[src/rtl/vector_packer.sv]
// vector_packer: packs a serial element stream into LANES-wide vectors.
// Two vector slots: the fill buffer (which doubles as the pending slot when
// the output is blocked) and the output register feeding the rearrange unit.
module vector_packer #(
   parameter int unsigned DATA_WIDTH = 16,
   parameter int unsigned LANES      = 16
) (
   input  logic                          clk,
   input  logic                          rst_n,
   input  logic [DATA_WIDTH-1:0]         elem_in,
   input  logic                          elem_valid,
   output logic                          elem_ready,
   input  logic                          flush,
   output logic [LANES*DATA_WIDTH-1:0]   vec_out,
   output logic                          vec_valid,
   input  logic                          vec_ready,
   output logic [4:0]                    vec_count,
   output logic                          busy
);

   localparam int unsigned VEC_W = LANES * DATA_WIDTH;
   localparam int unsigned IDX_W = $clog2(LANES);
   localparam int unsigned CNT_W = 5;

   // Fill-side state: FILL accepts elements, PEND holds a closed vector
   // in the fill buffer until the output register drains.
   localparam logic [0:0] FILL = 1'b0;
   localparam logic [0:0] PEND = 1'b1;

   logic [0:0]       state_q,     state_d;
   logic [IDX_W-1:0] idx_q,       idx_d;
   logic [VEC_W-1:0] fill_q,      fill_d;
   logic [CNT_W-1:0] pend_cnt_q,  pend_cnt_d;
   logic [VEC_W-1:0] vec_out_q,   vec_out_d;
   logic [CNT_W-1:0] vec_count_q, vec_count_d;
   logic             vec_valid_q, vec_valid_d;
   logic             elem_ready_q, elem_ready_d;
   logic             busy_q,      busy_d;

   logic             accept;
   logic             drain;
   logic             out_free;
   logic             closing;
   logic [CNT_W-1:0] close_cnt;
   logic [VEC_W-1:0] fill_nxt;

   // Handshake qualifiers and the close condition for the current fill buffer.
   always_comb begin
      accept    = elem_valid && elem_ready_q;
      drain     = vec_valid_q && vec_ready;
      out_free  = !vec_valid_q || vec_ready;
      closing   = (state_q == FILL) && elem_ready_q &&
                  ((accept && (idx_q == IDX_W'(LANES - 1))) ||
                   (flush && ((idx_q != '0) || accept)));
      close_cnt = CNT_W'({1'b0, idx_q}) + CNT_W'(accept);
   end

   // Fill buffer with the accepted element written into lane idx.
   always_comb begin
      fill_nxt = fill_q;
      for (int unsigned i = 0; i < LANES; i++) begin
         if (accept && (idx_q == IDX_W'(i))) begin
            fill_nxt[i*DATA_WIDTH +: DATA_WIDTH] = elem_in;
         end
      end
   end

   // Next-state and output-register computation.
   always_comb begin
      state_d      = state_q;
      idx_d        = idx_q;
      fill_d       = fill_q;
      pend_cnt_d   = pend_cnt_q;
      vec_out_d    = vec_out_q;
      vec_count_d  = vec_count_q;
      vec_valid_d  = vec_valid_q && !vec_ready;

      case (state_q)
         FILL: begin
            if (closing) begin
               idx_d = '0;
               if (out_free) begin
                  // Output slot free (or draining now): load directly, no bubble.
                  vec_out_d   = fill_nxt;
                  vec_count_d = close_cnt;
                  vec_valid_d = 1'b1;
                  fill_d      = '0;
               end else begin
                  // Output blocked: park the closed vector in the fill buffer.
                  state_d    = PEND;
                  fill_d     = fill_nxt;
                  pend_cnt_d = close_cnt;
               end
            end else begin
               fill_d = fill_nxt;
               idx_d  = idx_q + IDX_W'(accept);
            end
         end
         PEND: begin
            if (drain) begin
               vec_out_d   = fill_q;
               vec_count_d = pend_cnt_q;
               vec_valid_d = 1'b1;
               fill_d      = '0;
               pend_cnt_d  = '0;
               state_d     = FILL;
            end
         end
         default: begin
            state_d = FILL;
         end
      endcase

      elem_ready_d = (state_d == FILL);
      busy_d       = (idx_d != '0) || (state_d == PEND) || vec_valid_d;
   end

   // State and output registers.
   always_ff @(posedge clk or negedge rst_n) begin
      if (!rst_n) begin
         state_q      <= FILL;
         idx_q        <= '0;
         fill_q       <= '0;
         pend_cnt_q   <= '0;
         vec_out_q    <= '0;
         vec_count_q  <= '0;
         vec_valid_q  <= 1'b0;
         elem_ready_q <= 1'b1;
         busy_q       <= 1'b0;
      end else begin
         state_q      <= state_d;
         idx_q        <= idx_d;
         fill_q       <= fill_d;
         pend_cnt_q   <= pend_cnt_d;
         vec_out_q    <= vec_out_d;
         vec_count_q  <= vec_count_d;
         vec_valid_q  <= vec_valid_d;
         elem_ready_q <= elem_ready_d;
         busy_q       <= busy_d;
      end
   end

   assign elem_ready = elem_ready_q;
   assign vec_out    = vec_out_q;
   assign vec_valid  = vec_valid_q;
   assign vec_count  = vec_count_q;
   assign busy       = busy_q;

endmodule

[config.mk]
export PLATFORM = sky130hd
export DESIGN_NAME = vector_packer
export DESIGN_NICKNAME = d
export VERILOG_FILES = /design/src/rtl/vector_packer.sv
export SDC_FILE = /design/constraint.sdc
export NUM_CORES = 1
export LEC_CHECK = 0
export CORE_MARGIN = 2
export CORE_UTILIZATION = 34
export DETAILED_ROUTE_END_ITERATION = 8
export PLACE_DENSITY_LB_ADDON = 0.2
export SKIP_CTS_REPAIR_TIMING = 1
export SYNTH_ARGS = -nofsm -noshare
export SYNTH_HDL_FRONTEND = slang
export SYNTH_SLANG_ARGS = --single-unit
[constraint.sdc]
create_clock -name clk -period 7 [get_ports clk]
set_input_delay 0.7 -clock clk [delete_from_list [all_inputs] [get_ports clk]]
set_output_delay 0.7 -clock clk [all_outputs]
set_load 0.01 [all_outputs]
# [Yosys cells after proc, flatten, opt, wreduce, memory -nomap -nowiden]
# Cells that the tools add are included.
[word_totals] regBits=530 inputBits=21 out_inout_bits=264 word_cells=108
[op_classes] addsub=2 eq_ne=19 muxes=42 n_bitwise=2 n_reduce_logical=34
[ops] op="two-way mux 256 bit" count=6
[ops] op="case mux 256 bit (2 select lines)" count=2
[ops] op="two-way mux 16 bit" count=16
[ops] op="equality test 4 bit (second input constant)" count=8
[ops] op="two-way mux 5 bit" count=6
[ops] op="logical AND 1 bit" count=22
[ops] op="case mux 5 bit (2 select lines)" count=2
[ops] op="equality test 4 x 3 -> 1 bit (second input constant)" count=4
[ops] op="equality test 4 x 2 -> 1 bit (second input constant)" count=2
[ops] op="two-way mux 4 bit" count=2
[ops] op="nonzero test 4 bit" count=2
[ops] op="two-way mux 1 bit" count=6
[ops] op="inequality test 2 bit (second input constant)" count=3
[ops] op="AND reduction 3 bit" count=2
[ops] op="adder 4 x 1 -> 5 bit" count=1
[ops] op="logical OR 1 bit" count=5
[ops] op="adder 4 x 1 -> 4 bit" count=1
[ops] op="equality test 4 x 1 -> 1 bit (second input constant)" count=1
[ops] op="zero test 4 bit" count=1
[ops] op="case mux 1 bit (2 select lines)" count=2
[ops] op="zero test 1 bit" count=2
[ops] op="inequality test 2 x 1 -> 1 bit (second input constant)" count=1
[ops] op="NOT 1 bit" count=2

# [Logic depth before layout (Yosys ltp)]
# Gate-level depths: netlist of the first run.
[logic_depth] word_depth=10 mapped_depth=9

# [Least setup slack after synthesis of the first run]
# OpenSTA, ideal clock, no wires.
[synth_timing] kind="input to register" start="input elem_valid" end="register vec_out_q[214] (netlist: vec_out[214])" setup_ps=127 arrival_ps=2474 path_slack_ps=4398 cell_stages=7 cell_sequence="buf_2 > nand4b_1 > clkbuf_1 > nor2_2 > buf_2 > mux2_2 > mux2_1"
[synth_between] elab_chain_cells=7 word_cells_on_any_way=13
[synth_rtl] element="from (decl)" line_no="11" source="input logic elem_valid,"
[synth_rtl] element="logical AND 1 bit (*)" line_no="49" source="accept = elem_valid && elem_ready_q;"
[synth_rtl] element="logical OR 1 bit" line_no="54" source="(flush && ((idx_q != '0) || accept)));"
[synth_rtl] element="logical AND 1 bit" line_no="54"
[synth_rtl] element="logical OR 1 bit" line_no="53" source="((accept && (idx_q == IDX_W'(LANES - 1))) ||"
[synth_rtl] element="logical AND 1 bit" line_no="52" source="closing = (state_q == FILL) && elem_ready_q &&"
[synth_rtl] element="inequality test 2 bit (no line)"
[synth_rtl] element="AND reduction 3 bit (no line)"
[synth_rtl] element="to (signal assigned)" line_no="135" source="vec_out_q <= vec_out_d;"
[synth_rtl] element="to (decl)" line_no="34" source="logic [VEC_W-1:0] vec_out_q, vec_out_d;"
# Mark *: on every way between the ends. The rest lies on a longest branch, timed or not. The select of a mux whose other input is x is not followed.
# A chain may end at the register's enable or synchronous reset.

# [Worst setup path in the final report of the first run]
[layout_timing] start="register state_q" end="register fill_q[59]"
[layout_between] elab_chain_cells=5 word_cells_on_any_way=6
[layout_rtl] element="from (decl)" line_no="30" source="logic [0:0] state_q, state_d;"
[layout_rtl] element="from (signal assigned)" line_no="131" source="state_q <= state_d;"
[layout_rtl] element="NOT 1 bit"
[layout_rtl] element="logical AND 1 bit (2 in a row)" line_no="52"
[layout_rtl] element="two-way mux 256 bit" line_no="80" source="if (closing) begin"
[layout_rtl] element="case mux 256 bit (2 select lines)" line_no="78" source="case (state_q)"
[layout_rtl] element="to (signal assigned)" line_no="133" source="fill_q <= fill_d;"
[layout_rtl] element="to (decl)" line_no="32" source="logic [VEC_W-1:0] fill_q, fill_d;"
# Parallel ways exist; a longest one is shown, timed or not.

==> results of run 1 <==
## critical path, cell delays in order, from the launching register on
cell and delay (ps):
dfrtp_2 920, inv_4 560, a21oi_4 570, buf_4 650, buf_4 850, nand2_1 170
o221ai_1 120
## synth_stat cells, types with 2 or more instances
master	n	share of area (%)
nor3_1	2	0.038
nand4_1	100	2.4
nand4_2	4	0.19
buf_2	49	0.93
nand2_1	271	3.9
ha_1	2	0.095
mux2i_1	4	0.15
buf_1	10	0.14
mux2_1	192	8.2
a21o_1	4	0.11
mux2_2	165	7.1
o221ai_1	176	5.9
nor2_1	7	0.10
nor2b_1	68	1.6
nand4b_1	2	0.067
a221o_1	16	0.61
nand4_4	4	0.32
inv_1	21	0.30
a22o_1	15	0.50
nor4_1	2	0.048
buf_4	9	0.26
nand3_4	4	0.27
nand3_1	227	4.3
and3_1	2	0.048
o21ai_0	326	6.2
buf_6	26	1.1
and4_1	17	0.57
a21oi_1	3	0.057
nor2_2	4	0.095
dfrtp_1	529	50
and4b_1	2	0.076
clkbuf_1	179	2.6
and2_1	2	0.048
## metal layers
| layer | track usage (%) | vias up |
|---|---|---|
| met5 | 0 | - |
| met4 | 8.13 | 4 |
| met3 | 5.40 | 181 |
| met2 | 34.9 | 962 |
| met1 | 32.1 | 11000 |
| li1 | - | 9356 |
## report_power, final
group	switching [mW]	internal, mW	leakage, nW
clock network	1.34	2.14	1.07
registers	0.433	3.55	7.34
logic	2.42	1.34	5.48
## state kept, by name (all words and copies together) (netlist names)
signal      count
vec_out       256
vec_valid       1
vec_count       5
busy            1
idx_q           4
fill_q        256
pend_cnt_q      5
state_q         1
elem_ready      1
## area by class of cell
type	count	area, um2
clock buffer	80	1710
tap	1030	1290
clock inverter	28	468
multi-input combinational	1645	11600
timing repair buffer	340	3320
fill	7252	44500
sequential	530	13300
inverter	22	85.1
antenna	1	2.50
## how the worst max path moves through the flow
stage / start / to / slack, ps / cells after the start
after floorplan: elem_valid / vec_out[214] / 4400 / 7
after global routing: state_q / fill_q[59] / 2740 / 6
final: state_q / fill_q[59] / 2910 / 6
after detailed placement: elem_valid / vec_out[122] / 2620 / 5
after global placement: elem_valid / vec_out[126] / 2650 / 5
after CTS: state_q / fill_q[59] / 3000 / 6
## kinds of logic (layout without fill, tap and decap cells)
family / count (synthesis) / count (layout) / share of synthesized area [%]
compound gates: 550 / 550 / 13.9
xor+xnor: 2 / 2 / 0.0668
fa+ha+maj: 2 / 2 / 0.0954
buf+inv: 297 / 470 / 5.42
flops: 530 / 530 / 50.6
mux: 361 / 361 / 15.5
other cells: 0 / 1 / 0
simple gates: 730 / 730 / 14.5
==> metrics.json, run 1 <==
{
  "outcome": "completed",
  "edff_count_synth": 0,
  "dpl.cell_count": 3567,
  "placeableCoreArea_mm2": 0.0762,
  "fin_crit_sh_pct": 58.4,
  "number_of_antenna_violations_at_the_first_check_in_global_routing": 4,
  "start_kind": "flop",
  "power.static_leakage_nw": 13.9,
  "fmax_mhz": 245,
  "worst_pin_slew_ps": 1190,
  "slew-limit-headroom_pct": 20.4,
  "placement.io_buffers": 284,
  "fp.dieW_um": 282,
  "place_worst_setup_slack_ps": 2620,
  "worst-path-max-fanout": 90,
  "synthesis.nets": 2495,
  "highest-signal-layer": "met5",
  "finalWorstSetupSlack_ps": 2910,
  "rsz_0062_raised_after_global_routing": "false",
  "route.final.wire_length_mm": 93.0,
  "die_h_um": 282,
  "placer_s_final_routability_congestion_estimate": 0.804,
  "clock_latency_ps": 630,
  "syn_area_mm2": 0.0262,
  "synth.avg_cell_area_um2": 10.6,
  "finalNonFillerCells": 3676,
  "ant_nets": 0,
  "drtPass1Iterations": 5,
  "ys_async_sr_fraction_pct": 100,
  "worst-r2r-setup-slack_ps": 2910,
  "critPathKind": "flop to flop",
  "met2WireLength_mm": 41.6,
  "cts-root-to-sink-buffers": 3,
  "num_vias": 21500,
  "synth-seq-area-share_pct": 50.6,
  "stdcell_area_mm2": 0.0317,
  "finalPower_mw": 11.2,
  "route.layer.met1.wl_mm": 40.6,
  "tritoncts.num_buffers": 59,
  "synth.ff_latch_count": 530,
  "final_setup_violations": 0,
  "ir_worst_vdd_mv": 0.333,
  "cap_violations": 0,
  "synth.lib_cells_used.distinct": 61,
  "drc": 0,
  "ios": 285,
  "syn-instance-count": 2472,
  "worstReg2RegStart": "state_q",
  "dpl-instance-area_mm2": 0.0295,
  "routed-wl-met3_mm": 7.61,
  "cts_tree": "built",
  "capturing_element_type_of_the_critical_path": "flop",
  "cts.root.buffer_cell": "clkbuf_16",
  "grt_pass1_vias": 21500,
  "timing.hold.worst.class": "input port to asynchronous set/reset pin",
  "clock-skew-final_ps": 21.9,
  "crit-reg2reg-capture": "fill_q[59]",
  "ys_dominant_reg_cell": "dfrtp_1",
  "cts.sinks": 530,
  "floorplan.die_area_mm2": 0.0794,
  "drive_gt1_share_pct": 13.3,
  "route.detailed.vias_per_inst": 5.84,
  "design.final.nets": 2621,
  "finalHoldViolCount": 0,
  "wl_per_cell_um": 25.3,
  "number_of_levels_in_the_clock_h_tree": 2,
  "dp_hpwl_mm": 56.7,
  "slew_viol_final": 0,
  "grt_start_max_net_pins": 177,
  "fin_crit_ps": 4090,
  "cp_data_required_time_ps": 7530,
  "final_cell_mix": "dfrtp_1 (528), o21ai_0 (326), clkdlybuf4s50_1 (283)",
  "grt_remaining_overflow": 0,
  "cts.reportedPaths.clkPinSlew_ps": 60,
  "yosysWarningCount": 0,
  "finalSetupTns_ps": 0,
  "dr.first_iter.drc_count": 1802,
  "grt_first_pass_wirelength_mm": 140,
  "row_count": 101,
  "hold_slack_ps": 102,
  "initial_core_util_pct": 34.4,
  "layout-area-overhead-vs-synth_pct": 20.9,
  "most_frequent_standard_cell_in_the_layout_excluding_fill_and_tap_cells": "dfrtp_1",
  "power.density_mw_per_mm2": 354,
  "ff2ff_path_depth": 6,
  "worstPathArrival_ps": 4620,
  "grtUsageTotal_pct": 23.0,
  "utilization_pct": 41.6
}
Note: power is estimated with default switching activity, not from simulation.
==> inputs of run 2 (changes only) <==
==> constraint.sdc (replaced) <==
create_clock -name clk -period 3.7 [get_ports clk]
set_input_delay 0.37 -clock clk [delete_from_list [all_inputs] [get_ports clk]]
set_output_delay 0.37 -clock clk [all_outputs]
set_load 0.01 [all_outputs]
==> metrics.json, run 2 (synthesized netlist as in run 1, its figures left out) <==
{
  "start_kind": "flop",
  "final_setup_violations": 0,
  "startpoint": "idx_q[3]",
  "tritoncts.num_buffers": 60,
  "ir_worst_vdd_mv": 0.497,
  "critPathKind": "flop to flop",
  "hold_slack_ps": 347,
  "final_cell_mix": "dfrtp_1 (528), o21ai_0 (326), clkdlybuf4s50_1 (283)",
  "capturing_element_type_of_the_critical_path": "flop",
  "drc": 0,
  "placeableCoreArea_mm2": 0.0762,
  "clock_latency_ps": 640,
  "grt_start_max_net_pins": 169,
  "worstPathArrival_ps": 3670,
  "layout.filler_cells": 7147,
  "floorplan.die_area_mm2": 0.0794,
  "placement.io_buffers": 284,
  "num_vias": 21700,
  "fin_crit_sh_pct": 84.8,
  "cp_data_required_time_ps": 4230,
  "cts-root-to-sink-buffers": 3,
  "slew_viol_final": 0,
  "timing.hold.worst.class": "input port to asynchronous set/reset pin",
  "dr.first_iter.drc_count": 2511,
  "rsz_0062_raised_after_global_routing": "false",
  "cap_violations": 0,
  "ios": 285,
  "diodes": 0,
  "grt_pass1_vias": 21100,
  "worstPathCellList": "or4_4 -> o2111ai_4 -> buf_4 -> nand4_2 -> o221ai_1",
  "number_of_antenna_violations_at_the_first_check_in_global_routing": 4,
  "cts.reportedPaths.clkPinSlew_ps": 60,
  "initial_core_util_pct": 34.4,
  "ant_nets": 0,
  "grt_remaining_overflow": 0,
  "layout-area-overhead-vs-synth_pct": 22.1,
  "fin_crit_ps": 3140,
  "slew-limit-headroom_pct": 20.0,
  "finalSetupTns_ps": 0,
  "dp_hpwl_mm": 59.4,
  "design.final.nets": 2663,
  "route.final.wire_length_mm": 93.8,
  "cts_tree": "built",
  "cp_slowest_stage_delay_ps": 680,
  "fp.dieW_um": 282,
  "cts.root.buffer_cell": "clkbuf_16",
  "row_count": 101,
  "grt_first_pass_wirelength_mm": 140,
  "drive_gt1_share_pct": 14.2,
  "die_h_um": 282,
  "clock-skew-final_ps": 30.4,
  "worstReg2RegStart": "idx_q[3]",
  "cpMaxStageDelayCell": "or4_4",
  "fmax_mhz": 319,
  "finalHoldViolCount": 0,
  "outcome": "completed",
  "grtUsageTotal_pct": 23.1,
  "worst_pin_slew_ps": 1200,
  "route.detailed.vias_per_inst": 5.83,
  "wl_per_cell_um": 25.2,
  "most_frequent_standard_cell_in_the_layout_excluding_fill_and_tap_cells": "dfrtp_1",
  "cts.sinks": 530,
  "power.static_leakage_nw": 14.1,
  "drtPass1Iterations": 6,
  "ff2ff_path_depth": 5,
  "placer_s_final_routability_congestion_estimate": 0.815,
  "worst-path-max-fanout": 18,
  "power.density_mw_per_mm2": 657,
  "number_of_levels_in_the_clock_h_tree": 2
}
==> run 2: cell types whose count changed in the layout (fill, tap and decap cells not counted), sizes merged <==
cell / previous run / this run
diode: 1 / 0
clkinv: 12 / 5
inv: 24 / 25
buf: 57 / 97
bufinv: 12 / 4
clkbuf: 80 / 97
dlygate4sd3: 0 / 1
clkinvlp: 2 / 3
==> run 2: per-stage QoR <==
stage / setup slack [ps] / cells / total power, mW / utilization (%) / area, um2
after floorplan: 1240 / 2472 / 12.2 / - / 26200
after global placement: 566 / 3607 / 14.8 / 39.4 / 30000
after detailed placement: 508 / 3607 / 15.0 / 39.4 / 30000
after CTS: 556 / 3719 / 21.2 / 42.0 / 32000
after global routing: 408 / 3720 / 22.1 / 42.0 / 32000
final: 561 / 3720 / 21.1 / 42.0 / 32000
==> run 2: critical path, delay by kind of cell (launching register included) <==
kind / cells / cell delay (ps)
AOI/OAI and AO/OA: 2 / 1050
buffers and inverters: 1 / 270
DFF: 1 / 600
and+or+nand+nor: 2 / 1090
==> run 2: per-layer routing <==
layer | global-route usage [%] | part of all wire, % | up-vias
met5 | 0 | 0 | -
met4 | 7.30 | 3.0 | 0
met3 | 3.75 | 7.1 | 167
met2 | 35.2 | 46 | 978
met1 | 33.5 | 44 | 11100
li1 | - | - | 9453
==> run 2: path summary, 6_finish.rpt <==
check | slack (ps) | end
worst max register to register | 560 | fill_q[56]
max in group asynchronous | 2280 | fill_q[10]
min in group clk | 490 | vec_out[134]
worst min-delay path | 350 | vec_out[42]
worst min register to register | 490 | vec_out[134]
worst max-delay path | 560 | fill_q[56]
==> run 2: area by class of cell <==
cell class / instances / area, um2 / area share (%)
Sequential cell: 530 / 13300 / 41.4
Multi-Input combinational cell: 1645 / 11600 / 36.1
Timing Repair Buffer: 381 / 3820 / 11.9
Clock buffer: 97 / 1790 / 5.59
Tap cell: 1030 / 1290 / 4.02
Clock inverter: 15 / 219 / 0.683
Inverter: 22 / 85.1 / 0.266
==> run 2: report_power, final <==
| part | switching (mW) | internal, mW |
|---|---|---|
| clock | 2.54 | 3.58 |
| sequential | 0.768 | 6.72 |
| combinational | 4.69 | 2.76 |
| total | 7.99 | 13.1 |
